[src/rtl/direct_mapped_cache_ctrl_if.sv]
// CPU request/response and main-memory request bundle for direct_mapped_cache_ctrl.
// The slave modport is the cache's view; master is the CPU/memory side.
interface direct_mapped_cache_ctrl_if #(
  parameter int unsigned ADDR_WIDTH = 16,
  parameter int unsigned DATA_WIDTH = 16
);
  logic                  req_valid;
  logic                  req_ready;
  logic                  req_write;
  logic [ADDR_WIDTH-1:0] req_addr;
  logic [DATA_WIDTH-1:0] req_wdata;
  logic                  resp_valid;
  logic [DATA_WIDTH-1:0] resp_rdata;
  logic                  resp_hit;
  logic                  mem_req;
  logic                  mem_we;
  logic [ADDR_WIDTH-1:0] mem_addr;
  logic [DATA_WIDTH-1:0] mem_wdata;
  logic                  mem_ack;
  logic [DATA_WIDTH-1:0] mem_rdata;

  modport slave (
    input  req_valid, req_write, req_addr, req_wdata, mem_ack, mem_rdata,
    output req_ready, resp_valid, resp_rdata, resp_hit,
           mem_req, mem_we, mem_addr, mem_wdata
  );

  modport master (
    output req_valid, req_write, req_addr, req_wdata, mem_ack, mem_rdata,
    input  req_ready, resp_valid, resp_rdata, resp_hit,
           mem_req, mem_we, mem_addr, mem_wdata
  );
endinterface

[src/rtl/direct_mapped_cache_ctrl.sv]
// Direct-mapped, one-word-per-line, write-through/write-allocate cache controller with storage.
// Optional hit/miss counters are enabled by defining CACHE_STATS_EN.
module direct_mapped_cache_ctrl #(
  parameter int unsigned ADDR_WIDTH  = 16,
  parameter int unsigned DATA_WIDTH  = 16,
  parameter int unsigned INDEX_WIDTH = 4
) (
  input  logic clk,
  input  logic reset,
`ifdef CACHE_STATS_EN
  output logic [15:0] hit_count,
  output logic [15:0] miss_count,
`endif
  direct_mapped_cache_ctrl_if.slave bus
);
  localparam int unsigned TAG_WIDTH = ADDR_WIDTH - INDEX_WIDTH;
  localparam int unsigned LINES     = 1 << INDEX_WIDTH;

  typedef enum logic [2:0] {IDLE, LOOKUP, REFILL, WTHRU, RESP} state_t;

  state_t                 state;
  logic [ADDR_WIDTH-1:0]  addr_q;
  logic                   write_q;
  logic [DATA_WIDTH-1:0]  wdata_q;
  logic                   hit_q;
  logic [LINES-1:0]       valid_q;
  logic [TAG_WIDTH-1:0]   tag_mem  [LINES];
  logic [DATA_WIDTH-1:0]  data_mem [LINES];

  logic [INDEX_WIDTH-1:0] idx_c;
  logic [TAG_WIDTH-1:0]   tag_c;
  logic                   hit_c;
  logic                   fill_c;
  logic [DATA_WIDTH-1:0]  fill_data_c;

  assign idx_c = addr_q[INDEX_WIDTH-1:0];
  assign tag_c = addr_q[ADDR_WIDTH-1:INDEX_WIDTH];
  assign hit_c = valid_q[idx_c] && (tag_mem[idx_c] == tag_c);

  // A line is (re)installed by any write in LOOKUP or by refill data on mem_ack.
  always_comb begin
    fill_c      = 1'b0;
    fill_data_c = wdata_q;
    if (state == LOOKUP && write_q) begin
      fill_c = 1'b1;
    end else if (state == REFILL && bus.mem_ack) begin
      fill_c      = 1'b1;
      fill_data_c = bus.mem_rdata;
    end
  end

  // Tag/data arrays carry no reset; the valid bits guard them.
  always_ff @(posedge clk) begin
    if (fill_c) begin
      tag_mem[idx_c]  <= tag_c;
      data_mem[idx_c] <= fill_data_c;
    end
  end

  always_ff @(posedge clk or negedge reset) begin
    if (!reset) begin
      state          <= IDLE;
      valid_q        <= '0;
      addr_q         <= '0;
      write_q        <= 1'b0;
      wdata_q        <= '0;
      hit_q          <= 1'b0;
      bus.req_ready  <= 1'b1;
      bus.resp_valid <= 1'b0;
      bus.resp_hit   <= 1'b0;
      bus.resp_rdata <= '0;
      bus.mem_req    <= 1'b0;
      bus.mem_we     <= 1'b0;
      bus.mem_addr   <= '0;
      bus.mem_wdata  <= '0;
    end else begin
      if (fill_c) valid_q[idx_c] <= 1'b1;
      case (state)
        IDLE: begin
          if (bus.req_valid) begin
            addr_q        <= bus.req_addr;
            write_q       <= bus.req_write;
            wdata_q       <= bus.req_wdata;
            bus.req_ready <= 1'b0;
            state         <= LOOKUP;
          end
        end
        LOOKUP: begin
          if (write_q) begin
            hit_q         <= hit_c;
            bus.mem_req   <= 1'b1;
            bus.mem_we    <= 1'b1;
            bus.mem_addr  <= addr_q;
            bus.mem_wdata <= wdata_q;
            state         <= WTHRU;
          end else if (hit_c) begin
            bus.resp_valid <= 1'b1;
            bus.resp_hit   <= 1'b1;
            bus.resp_rdata <= data_mem[idx_c];
            state          <= RESP;
          end else begin
            bus.mem_req  <= 1'b1;
            bus.mem_we   <= 1'b0;
            bus.mem_addr <= addr_q;
            state        <= REFILL;
          end
        end
        REFILL: begin
          if (bus.mem_ack) begin
            bus.mem_req    <= 1'b0;
            bus.resp_valid <= 1'b1;
            bus.resp_hit   <= 1'b0;
            bus.resp_rdata <= bus.mem_rdata;
            state          <= RESP;
          end
        end
        WTHRU: begin
          if (bus.mem_ack) begin
            bus.mem_req    <= 1'b0;
            bus.mem_we     <= 1'b0;
            bus.resp_valid <= 1'b1;
            bus.resp_hit   <= hit_q;
            bus.resp_rdata <= wdata_q;
            state          <= RESP;
          end
        end
        RESP: begin
          bus.resp_valid <= 1'b0;
          bus.req_ready  <= 1'b1;
          state          <= IDLE;
        end
        default: state <= IDLE;
      endcase
    end
  end

`ifdef CACHE_STATS_EN
  // Each request is classified once, in LOOKUP; counters saturate.
  always_ff @(posedge clk or negedge reset) begin
    if (!reset) begin
      hit_count  <= '0;
      miss_count <= '0;
    end else if (state == LOOKUP) begin
      if (hit_c) begin
        if (hit_count != 16'hFFFF) hit_count <= hit_count + 16'(1);
      end else begin
        if (miss_count != 16'hFFFF) miss_count <= miss_count + 16'(1);
      end
    end
  end
`endif
endmodule

[src/flat_wrapper.sv]
// flat-port wrapper written by rule: the top's interface ports become plain ports
module direct_mapped_cache_ctrl_flat 
#(
  parameter int unsigned ADDR_WIDTH  = 16,
  parameter int unsigned DATA_WIDTH  = 16,
  parameter int unsigned INDEX_WIDTH = 4
)
  (clk, reset, bus_req_valid, bus_req_write, bus_req_addr, bus_req_wdata, bus_mem_ack, bus_mem_rdata, bus_req_ready, bus_resp_valid, bus_resp_rdata, bus_resp_hit, bus_mem_req, bus_mem_we, bus_mem_addr, bus_mem_wdata);
  direct_mapped_cache_ctrl_if #(.ADDR_WIDTH(ADDR_WIDTH), .DATA_WIDTH(DATA_WIDTH)) bus_i ();
  input  logic clk;
  input  logic reset;
  input wire logic [$bits(bus_i.req_valid)-1:0] bus_req_valid;
  input wire logic [$bits(bus_i.req_write)-1:0] bus_req_write;
  input wire logic [$bits(bus_i.req_addr)-1:0] bus_req_addr;
  input wire logic [$bits(bus_i.req_wdata)-1:0] bus_req_wdata;
  input wire logic [$bits(bus_i.mem_ack)-1:0] bus_mem_ack;
  input wire logic [$bits(bus_i.mem_rdata)-1:0] bus_mem_rdata;
  output wire logic [$bits(bus_i.req_ready)-1:0] bus_req_ready;
  output wire logic [$bits(bus_i.resp_valid)-1:0] bus_resp_valid;
  output wire logic [$bits(bus_i.resp_rdata)-1:0] bus_resp_rdata;
  output wire logic [$bits(bus_i.resp_hit)-1:0] bus_resp_hit;
  output wire logic [$bits(bus_i.mem_req)-1:0] bus_mem_req;
  output wire logic [$bits(bus_i.mem_we)-1:0] bus_mem_we;
  output wire logic [$bits(bus_i.mem_addr)-1:0] bus_mem_addr;
  output wire logic [$bits(bus_i.mem_wdata)-1:0] bus_mem_wdata;
  assign bus_i.req_valid = bus_req_valid;
  assign bus_i.req_write = bus_req_write;
  assign bus_i.req_addr = bus_req_addr;
  assign bus_i.req_wdata = bus_req_wdata;
  assign bus_i.mem_ack = bus_mem_ack;
  assign bus_i.mem_rdata = bus_mem_rdata;
  assign bus_req_ready = bus_i.req_ready;
  assign bus_resp_valid = bus_i.resp_valid;
  assign bus_resp_rdata = bus_i.resp_rdata;
  assign bus_resp_hit = bus_i.resp_hit;
  assign bus_mem_req = bus_i.mem_req;
  assign bus_mem_we = bus_i.mem_we;
  assign bus_mem_addr = bus_i.mem_addr;
  assign bus_mem_wdata = bus_i.mem_wdata;
  direct_mapped_cache_ctrl #(.ADDR_WIDTH(ADDR_WIDTH), .DATA_WIDTH(DATA_WIDTH), .INDEX_WIDTH(INDEX_WIDTH)) u_core (.clk(clk), .reset(reset), .bus(bus_i));
endmodule
[config.mk]
export PLATFORM = sky130hd
export DESIGN_NAME = direct_mapped_cache_ctrl_flat
export DESIGN_NICKNAME = d
export VERILOG_FILES = /design/src/rtl/direct_mapped_cache_ctrl_if.sv /design/src/rtl/direct_mapped_cache_ctrl.sv /design/src/flat_wrapper.sv
export SDC_FILE = /design/constraint.sdc
export NUM_CORES = 1
export LEC_CHECK = 0
export ABC_CLOCK_PERIOD_IN_PS = 5300
export CORE_ASPECT_RATIO = 1.4
export CORE_UTILIZATION = 60
export DETAILED_ROUTE_END_ITERATION = 8
export PLACE_DENSITY = 0.83
export SKIP_CTS_REPAIR_TIMING = 1
export SLEW_MARGIN = 20
export SYNTH_ARGS = -nofsm -noshare
export SYNTH_HDL_FRONTEND = slang
export SYNTH_SLANG_ARGS = --single-unit
[constraint.sdc]
create_clock -name clk -period 5.3 [get_ports clk]
set_clock_uncertainty 0.2 [all_clocks]
set_input_delay 0.53 -clock clk [delete_from_list [all_inputs] [get_ports clk]]
set_output_delay 0.53 -clock clk [all_outputs]
set_load 0.05 [all_outputs]
==> out/qor.yml <==
ir_worst_vdd_mv: 0.6051
final_util_pct: 70.73
cp-startpoint: "u_core.addr_q[0]"
finalCriticalPeriod_ps: 4475
rr_endpoint: "u_core.bus.mem_addr[4]"
required_ps: 5550
route.met2.wl_um: 25860
dp_cells: 1647
setup_slack_ps: 824.9
routed_wl_um: 49450
fin_crit_sh_pct: 84.44
nets: 1290
rsz0062_at_grt: "false"
p_leak_nw: 8.652
vias_per_cell: 6.589
min_from: "u_core.bus.req_ready"
synth-async-reset-ratio_pct: 19.13
layout.cells.non_filler: 1738
hold_depth: 2
wl_per_cell_um: 28.45
hold_viol_final: 0
drtAntennaViolNets: 0
drv_slew: 0
cts_tree: "built"
cts.sinks: 554
synth_edf_count: 448
syn_avg_cell_area_um2: 20.11
gr-total-overflow: 0
hold_ws_ps: 263.9
antenna_found_initial: 0
r2r_cells: 10
vias: 11450
die_w_um: 164.3
die_area_um2: 37650
first_iter_violations: 1338
crit_path_start_kind: "flop"
place_ws_ps: 969.9
max_freq_ghz: 0.2235
core_um2: 36010
drive_gt1_share_pct: 28.29
p_total_mw: 15.39
synth_cells: 1100
crit_fanout: 51
ioPinCount: 106
fin_area_um2: 25470
clockBufferDepth: 3
drt-met1-wl_um: 17830
grt_pass1_wl_um: 74260
root_buffer: "clkbuf_16"
timing.rr.start: "u_core.addr_q[0]"
io_buffers: 105
dr.pass1.iters: 5
maxSlewHeadroom_pct: 32.20
numCtsBuffers: 49
start_util_pct: 61.43
fillCellCount: 2042
route.detailed.drc: 0
yosysWarnings: 0
synth_most_common_cell: "edfxtp_1"
fp-row-count: 82
tns_ps: 0
synth_fp_nets: 1153
synth_top_area_share_pct: 60.81
holdCritPathClass: "flop to flop"
p_per_area_nw_per_um2: 604.3
place_congestion: 0.8922
synth_common_cells: "edfxtp_1, mux4_2, dfrtp_1, mux2_2, mux2i_1"
area_growth_pct: 15.14
status: "completed"
cts.clk_slew.worst_paths_ps: 60
path_class: "flop to flop"
holdPathEnd: "u_core.bus.req_ready"
synth.distinct_cells: 61
met3_length_um: 3769
synth-seq-area-share_pct: 72.81
grt_pass1_vias: 12130
track_usage_pct: 27.38
synth_top_cell_by_area: "edfxtp_1"
maxCapViolCount: 0
end_kind: "flop"
grt_max_degree: 65
antenna_cells: 0
placed_cell_area_um2: 23910
routed.top_layer: "met4"
synth_area_leaders: "edfxtp_1, dfrtp_1, mux4_2"
arrival_ps: 4720
ys_ff_latch: 554
syn_area_um2: 22120
dpl.hpwl_um: 28520
ys.flop_type: "edfxtp_1"
worstMarginPinSlew_ps: 1015
setup-violations-final: 0
h-tree-depth: 2
insertion_delay_ps: 570
r2r_setup_slack_ps: 820
die_h_um: 229.2
==> sequential cells by signal, indices dropped and copies added, names as in the netlist <==
signal                 cells
u_core.bus.mem_we          1
u_core.valid_q            16
u_core.bus.mem_wdata      16
u_core.hit_q               1
u_core.addr_q             16
u_core.bus.resp_hit        1
u_core.wdata_q            16
u_core.write_q             1
u_core.state               3
u_core.bus.resp_rdata     16
u_core.bus.resp_valid      1
u_core.tag_mem           192
u_core.bus.mem_addr       16
u_core.bus.mem_req         1
u_core.bus.req_ready       1
u_core.data_mem          256
==> final cells by class <==
class | count | area (um2) | area share [%]
Clock buffer | 68 | 1328 | 5.212
Clock inverter | 22 | 222.7 | 0.8744
Inverter | 7 | 26.28 | 0.1032
Multi-Input combinational cell | 480 | 5791 | 22.73
Sequential cell | 554 | 16120 | 63.28
Tap cell | 462 | 578.1 | 2.269
Timing Repair Buffer | 145 | 1409 | 5.531
==> cell usage in the layout (no fill, tap or decap), drive strengths merged, types with 3 or more instances in the layout <==
cell,Yosys,layout
dfrtp,105,105
bufinv,0,4
mux4,122,122
mux2i,55,55
nand3,10,10
and2,4,4
clkinv,1,12
inv,6,8
a22oi,4,4
clkdlybuf4s50,0,104
buf,35,40
or2,17,17
nor4,3,3
a22o,3,3
nand2,40,40
a32oi,4,4
nor2,26,26
nor2b,3,3
mux2,92,92
a21oi,8,8
clkbuf,24,68
nand4,5,5
xor2,5,5
o21ai,32,32
nand2b,6,6
nor3,8,8
nor3b,4,4
edfxtp,448,448
clkinvlp,0,5
==> cell families (layout without fill, tap and decap cells) <==
group                     count (synthesis)  count (layout)  synth area share (%)
xor gates and xnor gates                  7               7                0.2772
buffers and inverters                    66             242                 1.555
and+or+nand+nor                         133             133                 3.009
AOI/OAI and AO/OA                        71              71                 2.432
muxes                                   269             269                 19.92
DFF                                     554             554                 72.81
==> where the power goes <==
| part | total, mW | leakage (nW) | switching, mW | internal, mW |
|---|---|---|---|---|
| clock network | 3.46 | 0.744 | 1.51 | 1.95 |
| logic | 5.18 | 2.60 | 2.89 | 2.29 |
| registers | 6.76 | 5.31 | 0.859 | 5.90 |
==> layer usage <==
| metal | global-route usage (%) | vias up |
|---|---|---|
| met5 | 0 | - |
| met4 | 12.04 | 0 |
| met3 | 3.676 | 145 |
| met2 | 47.14 | 635 |
| met1 | 34.61 | 5951 |
| li1 | - | 4721 |
==> worst max-delay path by stage <==
stage,to,slack [ps],cells past startpoint
after global placement,u_core.bus.mem_addr[6],1110,10
after detailed placement,u_core.bus.mem_addr[2],970,10
after floorplan,u_core.data_mem[3][0],820,7
after CTS,u_core.bus.mem_addr[4],820,10
after global routing,u_core.bus.mem_addr[4],680,10
final,u_core.bus.mem_addr[4],820,10
==> critical path, cell delays in order, from the launching register on <==
cell       delay (ps)
dfrtp_4           990
buf_4             360
mux4_2            550
mux2i_1           150
mux2i_1           120
xor2_1            180
nor4_2            490
o2111ai_4         290
o21ai_4           190
buf_4             340
mux2_2            390
No activity file was read; power rests on OpenSTA's default activity.
